**src/rtl/mem_pkg.sv**
```systemverilog
// Shared types and helpers for the parametrised memory family.
// Consumed by param_memory and later multi-port variants.
package mem_pkg;

  typedef enum logic [0:0] {
    MEM_CLEAR = 1'b0,
    MEM_READY = 1'b1
  } mem_state_e;

  typedef enum logic [1:0] {
    OP_IDLE  = 2'd0,
    OP_READ  = 2'd1,
    OP_WRITE = 2'd2
  } mem_op_e;

  localparam int READ_LAT_MAX = 2;
  localparam int PARITY_MAX_W = 256;

  // Even parity; zero-extension of narrower words leaves the result unchanged.
  function automatic logic parity(input logic [PARITY_MAX_W-1:0] data);
    return ^data;
  endfunction

endpackage

```
**src/rtl/mem_clear_seq.sv**
```systemverilog
// Post-reset clear sequencer: sweeps every word address once, then stays READY
// until the next reset.
module mem_clear_seq
  import mem_pkg::*;
#(
  parameter int DEPTH  = 64,
  parameter int ADDR_W = $clog2(DEPTH)
) (
  input  logic              clk_i,
  input  logic              rst_ni,
  output logic              busy_o,
  output logic              clr_we_o,
  output logic [ADDR_W-1:0] clr_addr_o
);

  localparam logic [ADDR_W-1:0] LAST_ADDR = ADDR_W'(DEPTH - 1);

  mem_state_e        state_q, state_d;
  logic [ADDR_W-1:0] ptr_q, ptr_d;

  // Next-state logic for the sweep FSM and pointer.
  always_comb begin
    state_d = state_q;
    ptr_d   = ptr_q;
    case (state_q)
      MEM_CLEAR: begin
        if (ptr_q == LAST_ADDR) begin
          state_d = MEM_READY;
          ptr_d   = {ADDR_W{1'b0}};
        end else begin
          state_d = MEM_CLEAR;
          ptr_d   = ptr_q + ADDR_W'(1);
        end
      end
      MEM_READY: begin
        state_d = MEM_READY;
        ptr_d   = {ADDR_W{1'b0}};
      end
      default: begin
        state_d = MEM_CLEAR;
        ptr_d   = {ADDR_W{1'b0}};
      end
    endcase
  end

  // State and pointer registers.
  always_ff @(posedge clk_i or negedge rst_ni) begin
    if (!rst_ni) begin
      state_q <= MEM_CLEAR;
      ptr_q   <= {ADDR_W{1'b0}};
    end else begin
      state_q <= state_d;
      ptr_q   <= ptr_d;
    end
  end

  assign busy_o     = (state_q == MEM_CLEAR);
  assign clr_we_o   = (state_q == MEM_CLEAR);
  assign clr_addr_o = ptr_q;

endmodule

```
**src/rtl/param_memory.sv**
```systemverilog
// Parametrised single-port synchronous RAM with post-reset clear sweep and read-valid strobe.
// Optional per-word even parity (perr/perr_inj ports) is enabled by defining MEM_PARITY_EN.
module param_memory
  import mem_pkg::*;
#(
  parameter int DATA_W   = 8,
  parameter int DEPTH    = 64,
  parameter int ADDR_W   = $clog2(DEPTH),
  parameter int READ_LAT = 1
) (
  input  logic              clk,
  input  logic              rst_n,
  input  logic              ren,
  input  logic              wen,
  input  logic [ADDR_W-1:0] addr,
  input  logic [DATA_W-1:0] din,
`ifdef MEM_PARITY_EN
  input  logic              perr_inj,
  output logic              perr,
`endif
  output logic [DATA_W-1:0] dout,
  output logic              rvalid,
  output logic              busy,
  output logic              oor
);

`ifdef MEM_PARITY_EN
  localparam int MEM_W = DATA_W + 1;
`else
  localparam int MEM_W = DATA_W;
`endif

  logic [MEM_W-1:0]  mem_q [DEPTH];

  logic              busy_s;
  logic              clr_we_s;
  logic [ADDR_W-1:0] clr_addr_s;
  mem_op_e           op_s;
  logic              in_range_s;
  logic              we_s;
  logic [ADDR_W-1:0] waddr_s;
  logic [MEM_W-1:0]  wdata_s;
  logic [MEM_W-1:0]  user_word_s;
  logic [MEM_W-1:0]  rd_word_s;

  logic [DATA_W-1:0] s1_data_d, s1_data_q;
  logic              s1_valid_d, s1_valid_q;
  logic              s1_oor_d, s1_oor_q;
`ifdef MEM_PARITY_EN
  logic              s1_perr_d, s1_perr_q;
`endif

  mem_clear_seq #(
    .DEPTH  (DEPTH),
    .ADDR_W (ADDR_W)
  ) u_clear_seq (
    .clk_i      (clk),
    .rst_ni     (rst_n),
    .busy_o     (busy_s),
    .clr_we_o   (clr_we_s),
    .clr_addr_o (clr_addr_s)
  );

  assign in_range_s = (32'(addr) < 32'(DEPTH));
  assign rd_word_s  = mem_q[addr];

`ifdef MEM_PARITY_EN
  assign user_word_s = {parity(PARITY_MAX_W'(din)) ^ perr_inj, din};
`else
  assign user_word_s = din;
`endif

  // Request decode: read wins over write, and nothing is accepted during the sweep.
  always_comb begin
    op_s = OP_IDLE;
    if (busy_s) begin
      op_s = OP_IDLE;
    end else if (ren) begin
      op_s = OP_READ;
    end else if (wen) begin
      op_s = OP_WRITE;
    end else begin
      op_s = OP_IDLE;
    end
  end

  // Array write port: the sweep owns it while busy, the user port afterwards.
  always_comb begin
    we_s    = 1'b0;
    waddr_s = clr_addr_s;
    wdata_s = {MEM_W{1'b0}};
    if (busy_s) begin
      we_s    = clr_we_s;
      waddr_s = clr_addr_s;
      wdata_s = {MEM_W{1'b0}};
    end else begin
      we_s    = (op_s == OP_WRITE) && in_range_s;
      waddr_s = addr;
      wdata_s = user_word_s;
    end
  end

  // Storage array; contents are deliberately not reset, the sweep zeroes them.
  always_ff @(posedge clk) begin
    if (we_s) begin
      mem_q[waddr_s] <= wdata_s;
    end
  end

  // First read stage: out-of-range reads still return a valid (zero) word.
  always_comb begin
    s1_data_d  = {DATA_W{1'b0}};
    s1_valid_d = 1'b0;
    s1_oor_d   = 1'b0;
`ifdef MEM_PARITY_EN
    s1_perr_d  = 1'b0;
`endif
    if (op_s == OP_READ) begin
      s1_valid_d = 1'b1;
      if (in_range_s) begin
        s1_data_d = rd_word_s[DATA_W-1:0];
`ifdef MEM_PARITY_EN
        s1_perr_d = parity(PARITY_MAX_W'(rd_word_s[DATA_W-1:0])) ^ rd_word_s[DATA_W];
`endif
      end else begin
        s1_oor_d = 1'b1;
      end
    end else begin
      s1_valid_d = 1'b0;
    end
  end

  // First read stage registers.
  always_ff @(posedge clk or negedge rst_n) begin
    if (!rst_n) begin
      s1_data_q  <= {DATA_W{1'b0}};
      s1_valid_q <= 1'b0;
      s1_oor_q   <= 1'b0;
`ifdef MEM_PARITY_EN
      s1_perr_q  <= 1'b0;
`endif
    end else begin
      s1_data_q  <= s1_data_d;
      s1_valid_q <= s1_valid_d;
      s1_oor_q   <= s1_oor_d;
`ifdef MEM_PARITY_EN
      s1_perr_q  <= s1_perr_d;
`endif
    end
  end

  generate
    if (READ_LAT >= READ_LAT_MAX) begin : g_lat2
      logic [DATA_W-1:0] s2_data_q;
      logic              s2_valid_q;
      logic              s2_oor_q;
`ifdef MEM_PARITY_EN
      logic              s2_perr_q;
`endif

      // Extra output register stage; the whole zero/valid pattern shifts by one cycle.
      always_ff @(posedge clk or negedge rst_n) begin
        if (!rst_n) begin
          s2_data_q  <= {DATA_W{1'b0}};
          s2_valid_q <= 1'b0;
          s2_oor_q   <= 1'b0;
`ifdef MEM_PARITY_EN
          s2_perr_q  <= 1'b0;
`endif
        end else begin
          s2_data_q  <= s1_data_q;
          s2_valid_q <= s1_valid_q;
          s2_oor_q   <= s1_oor_q;
`ifdef MEM_PARITY_EN
          s2_perr_q  <= s1_perr_q;
`endif
        end
      end

      assign dout   = s2_data_q;
      assign rvalid = s2_valid_q;
      assign oor    = s2_oor_q;
`ifdef MEM_PARITY_EN
      assign perr   = s2_perr_q;
`endif
    end else begin : g_lat1
      assign dout   = s1_data_q;
      assign rvalid = s1_valid_q;
      assign oor    = s1_oor_q;
`ifdef MEM_PARITY_EN
      assign perr   = s1_perr_q;
`endif
    end
  endgenerate

  assign busy = busy_s;

endmodule

```
**config.mk**
```make
export PLATFORM = sky130hd
export DESIGN_NAME = param_memory
export DESIGN_NICKNAME = d
export VERILOG_FILES = /design/src/rtl/mem_pkg.sv /design/src/rtl/mem_clear_seq.sv /design/src/rtl/param_memory.sv
export SDC_FILE = /design/constraint.sdc
export NUM_CORES = 1
export LEC_CHECK = 0
export CORE_ASPECT_RATIO = 0.9
export CORE_MARGIN = 2
export CORE_UTILIZATION = 62
export DETAILED_ROUTE_END_ITERATION = 7
export PLACE_DENSITY = 0.9
export SYNTH_ARGS = -nofsm -noshare
export SYNTH_HDL_FRONTEND = slang
export SYNTH_SLANG_ARGS = --single-unit
```
**constraint.sdc**
```tcl
create_clock -name clk -period 3.1 [get_ports clk]
set_clock_uncertainty 0.1 [all_clocks]
set_input_delay 0.93 -clock clk [delete_from_list [all_inputs] [get_ports clk]]
set_output_delay 0.93 -clock clk [all_outputs]
set_load 0.1 [all_outputs]
```
==> results.txt <==
full die area - 35100 µm²
EDFF count, synth - 512
data required time of the worst path - 2.07 ns
unrepaired setup endpoints after global routing - false
DP HPWL - 30300 µm
clock latency on the worst-skew pair - 0.56 ns
Peak Freq - 0.359 GHz
CTS root buf - clkbuf_16
largest net degree at the start of global routing - 65
CTS tree - yes
final non-filler cell total - 1627
CTS clk-pin slew, worst paths - 0.06 ns
Tightest Hold Check Type - flop to flop
vias per cell - 6.88
CP max stage delay - 0.64 ns
core area - 33000 µm²
Final period util - 89.8%
WL/cell - 31.0 µm
DRT antenna net count - 0
critical path endpoint category - output pin
Final nets - 1185
Area Overhead vs Synth - 15.6%
Max Root-Sink Buffers - 3
status - complete, no violations
Worst Hold Slack - 0.520 ns
PortBufs - 27
#FFs+latches synth - 528
TNS Setup - 0 ns
area of the multi-input gates - 4690 µm²
DR vias - 11200
CP Max Fanout - 14
Post-synth ARST share - 3.03%
Cell Rows - 63
initial core utilization - 63.0%
gr ovfl total - 0
final RePlAce weighted congestion - 0.887
CP Launch Type - flop
H-tree levels - 2
Cells after DPL - 1537
die width - 197 µm
total power - 14.0 mW
Post-Syn Instances - 994
GRT Overall Usage - 30.0%
CP max-delay cell - dfrtp_1
vias in the first global route - 11400
clock sink total - 528
initial antenna violation count - 0
# fillers - 1702
Crit Path Category - flop to output pin
I/O Pins - 29
fin crit period - 2.79 ns
peak supply drop - 436 µV
CTS resizes - 0
post-synthesis cell area - 20800 µm²
Setup-failing EPs final - 0
P_leak - 6.86 nW
post-layout util - 72.9%
data arrival time of the critical path - 1.76 ns
worst path cell trace - inv_1 -> buf_12
first-pass GRT wire length - 75200 µm
Die Ht - 178 µm
share of layout cells above drive strength 1 - 29.5%
Worst slew margin - 8.14%
Mapped Nets - 1013
Cell Pwr Density - 580 nW/µm²
Least-Margin Pin Slew - 1.38 ns
Seq/Total Area, Yosys - 75.8%
Finished Cell Area - 24100 µm²
PnR worst setup slack - 0.315 ns
max_cap viols - 0
DR pass1 iterations - 7
postcts setup bufs - 0
hold buffers post-CTS - 0
Routed WL - 50400 µm
DP Worst Slack - 0.00465 ns
Final Max Slew Viols - 0
DRC - 0
distinct cell type count after synthesis - 43
Storage cell area - 15800 µm²
CTS Buf Count - 49
number of DRC markers in iteration 0 - 1768
Syn Area/Cell - 20.9 µm²
top_reg_cell synth - edfxtp_1
Placed Instance Area - 22500 µm²
warnings from Yosys - 0
ANT cells - 0
Final Hold Vio Count - 0
-- critical path, delay by kind of cell (launching register included) --
| kind | cells | cell delay (ns) |
|---|---|---|
| buffers and inverters | 2 | 0.56 |
| DFF | 1 | 0.64 |
-- routing by layer --
layer,global-route usage (%),share of wire (%),vias up
met3,6.67,12,173
met5,0,0,-
li1,-,-,4437
met1,40.1,34,5655
met2,49.6,49,924
met4,11.0,4.2,0
-- Yosys cell counts (2+ instances only) --
cell type,n,area [µm²]
edfxtp_1,512,15400
mux4_2,121,2730
mux2i_1,77,771
nor2_1,72,270
nand2_1,38,143
dfrtp_1,16,400
buf_4,15,113
a22oi_1,14,105
and2_1,12,75.1
buf_2,11,55.1
clkbuf_1,11,41.3
o21ai_0,11,55.1
buf_6,9,101
o211ai_1,9,67.6
a221oi_1,8,70.1
nand3_1,6,30.0
a21oi_1,5,25.0
and3_1,4,25.0
inv_1,4,15.0
nor2b_1,4,25.0
buf_1,3,11.3
mux4_1,3,78.8
a21o_1,2,15.0
a22o_1,2,17.5
nand2b_1,2,12.5
nor3b_1,2,15.0
o21ai_1,2,10.0
o32a_1,2,20.0
o32ai_1,2,17.5
xor2_1,2,17.5
-- registers in the layout, summed over array words and instances (netlist names) --
signal / cells
mem_q: 512
dout: 8
u_clear_seq.clr_addr_o: 6
rvalid: 1
u_clear_seq.state_q: 1
-- where the power goes --
part	switching, mW	leakage, nW	total [mW]	internal (mW)
registers	0	3.77	7.70	7.70
clock network	2.51	0.761	5.91	3.40
logic	0.189	2.33	0.346	0.157
-- cells in the final DEF, fill, tap and decap left out, drive strengths merged, types with 9 or more instances in the layout --
master         synthesis  routed
mux2i                 77      77
edfxtp               512     512
nand2                 38      38
dfrtp                 16      16
clkdlybuf4s50          0      14
buf                   39     158
nor2                  72      72
o21ai                 13      13
a22oi                 14      14
o211ai                 9       9
clkbuf                12      69
clkinv                 0      14
mux4                 124     124
and2                  12      12
-- cells by family (layout without fill, tap and decap cells) --
kind of cell	Yosys count	in the layout	share of synthesized area, %
AOI/OAI and AO/OA	62	62	2.14
xor gates and xnor gates	3	3	0.126
adders and majority gates	1	1	0.0601
buffers and inverters	55	266	1.74
DFF	528	528	75.8
muxes	202	202	17.2
other	1	1	0.0180
and+or+nand+nor	142	142	2.91
-- worst paths after layout --
| check | from | endpoint | slack [ns] | cells after the start |
|---|---|---|---|---|
| hold reg to reg | u_clear_seq.clr_addr_o[0] | u_clear_seq.clr_addr_o[0] | 0.52 | 1 |
| min in group asynchronous | rst_n | dout[6] | 0.79 | 1 |
| setup / recovery | u_clear_seq.state_q | busy | 0.31 | 2 |
| setup reg to reg | u_clear_seq.state_q | mem_q[60][1] | 0.58 | 7 |
| max in group asynchronous | rst_n | dout[7] | 1.55 | 1 |
| hold / removal | u_clear_seq.clr_addr_o[0] | u_clear_seq.clr_addr_o[0] | 0.52 | 1 |
-- layout make-up --
| cell class | instances | area share, % |
|---|---|---|
| Timing Repair Buffer | 172 | 6.17 |
| Clock inverter | 21 | 0.853 |
| Clock buffer | 69 | 5.67 |
| Multi-Input combinational cell | 411 | 19.5 |
| Tap cell | 422 | 2.19 |
| Sequential cell | 528 | 65.6 |
| Inverter | 4 | 0.0624 |
Note: power is estimated with default switching activity, not from simulation.
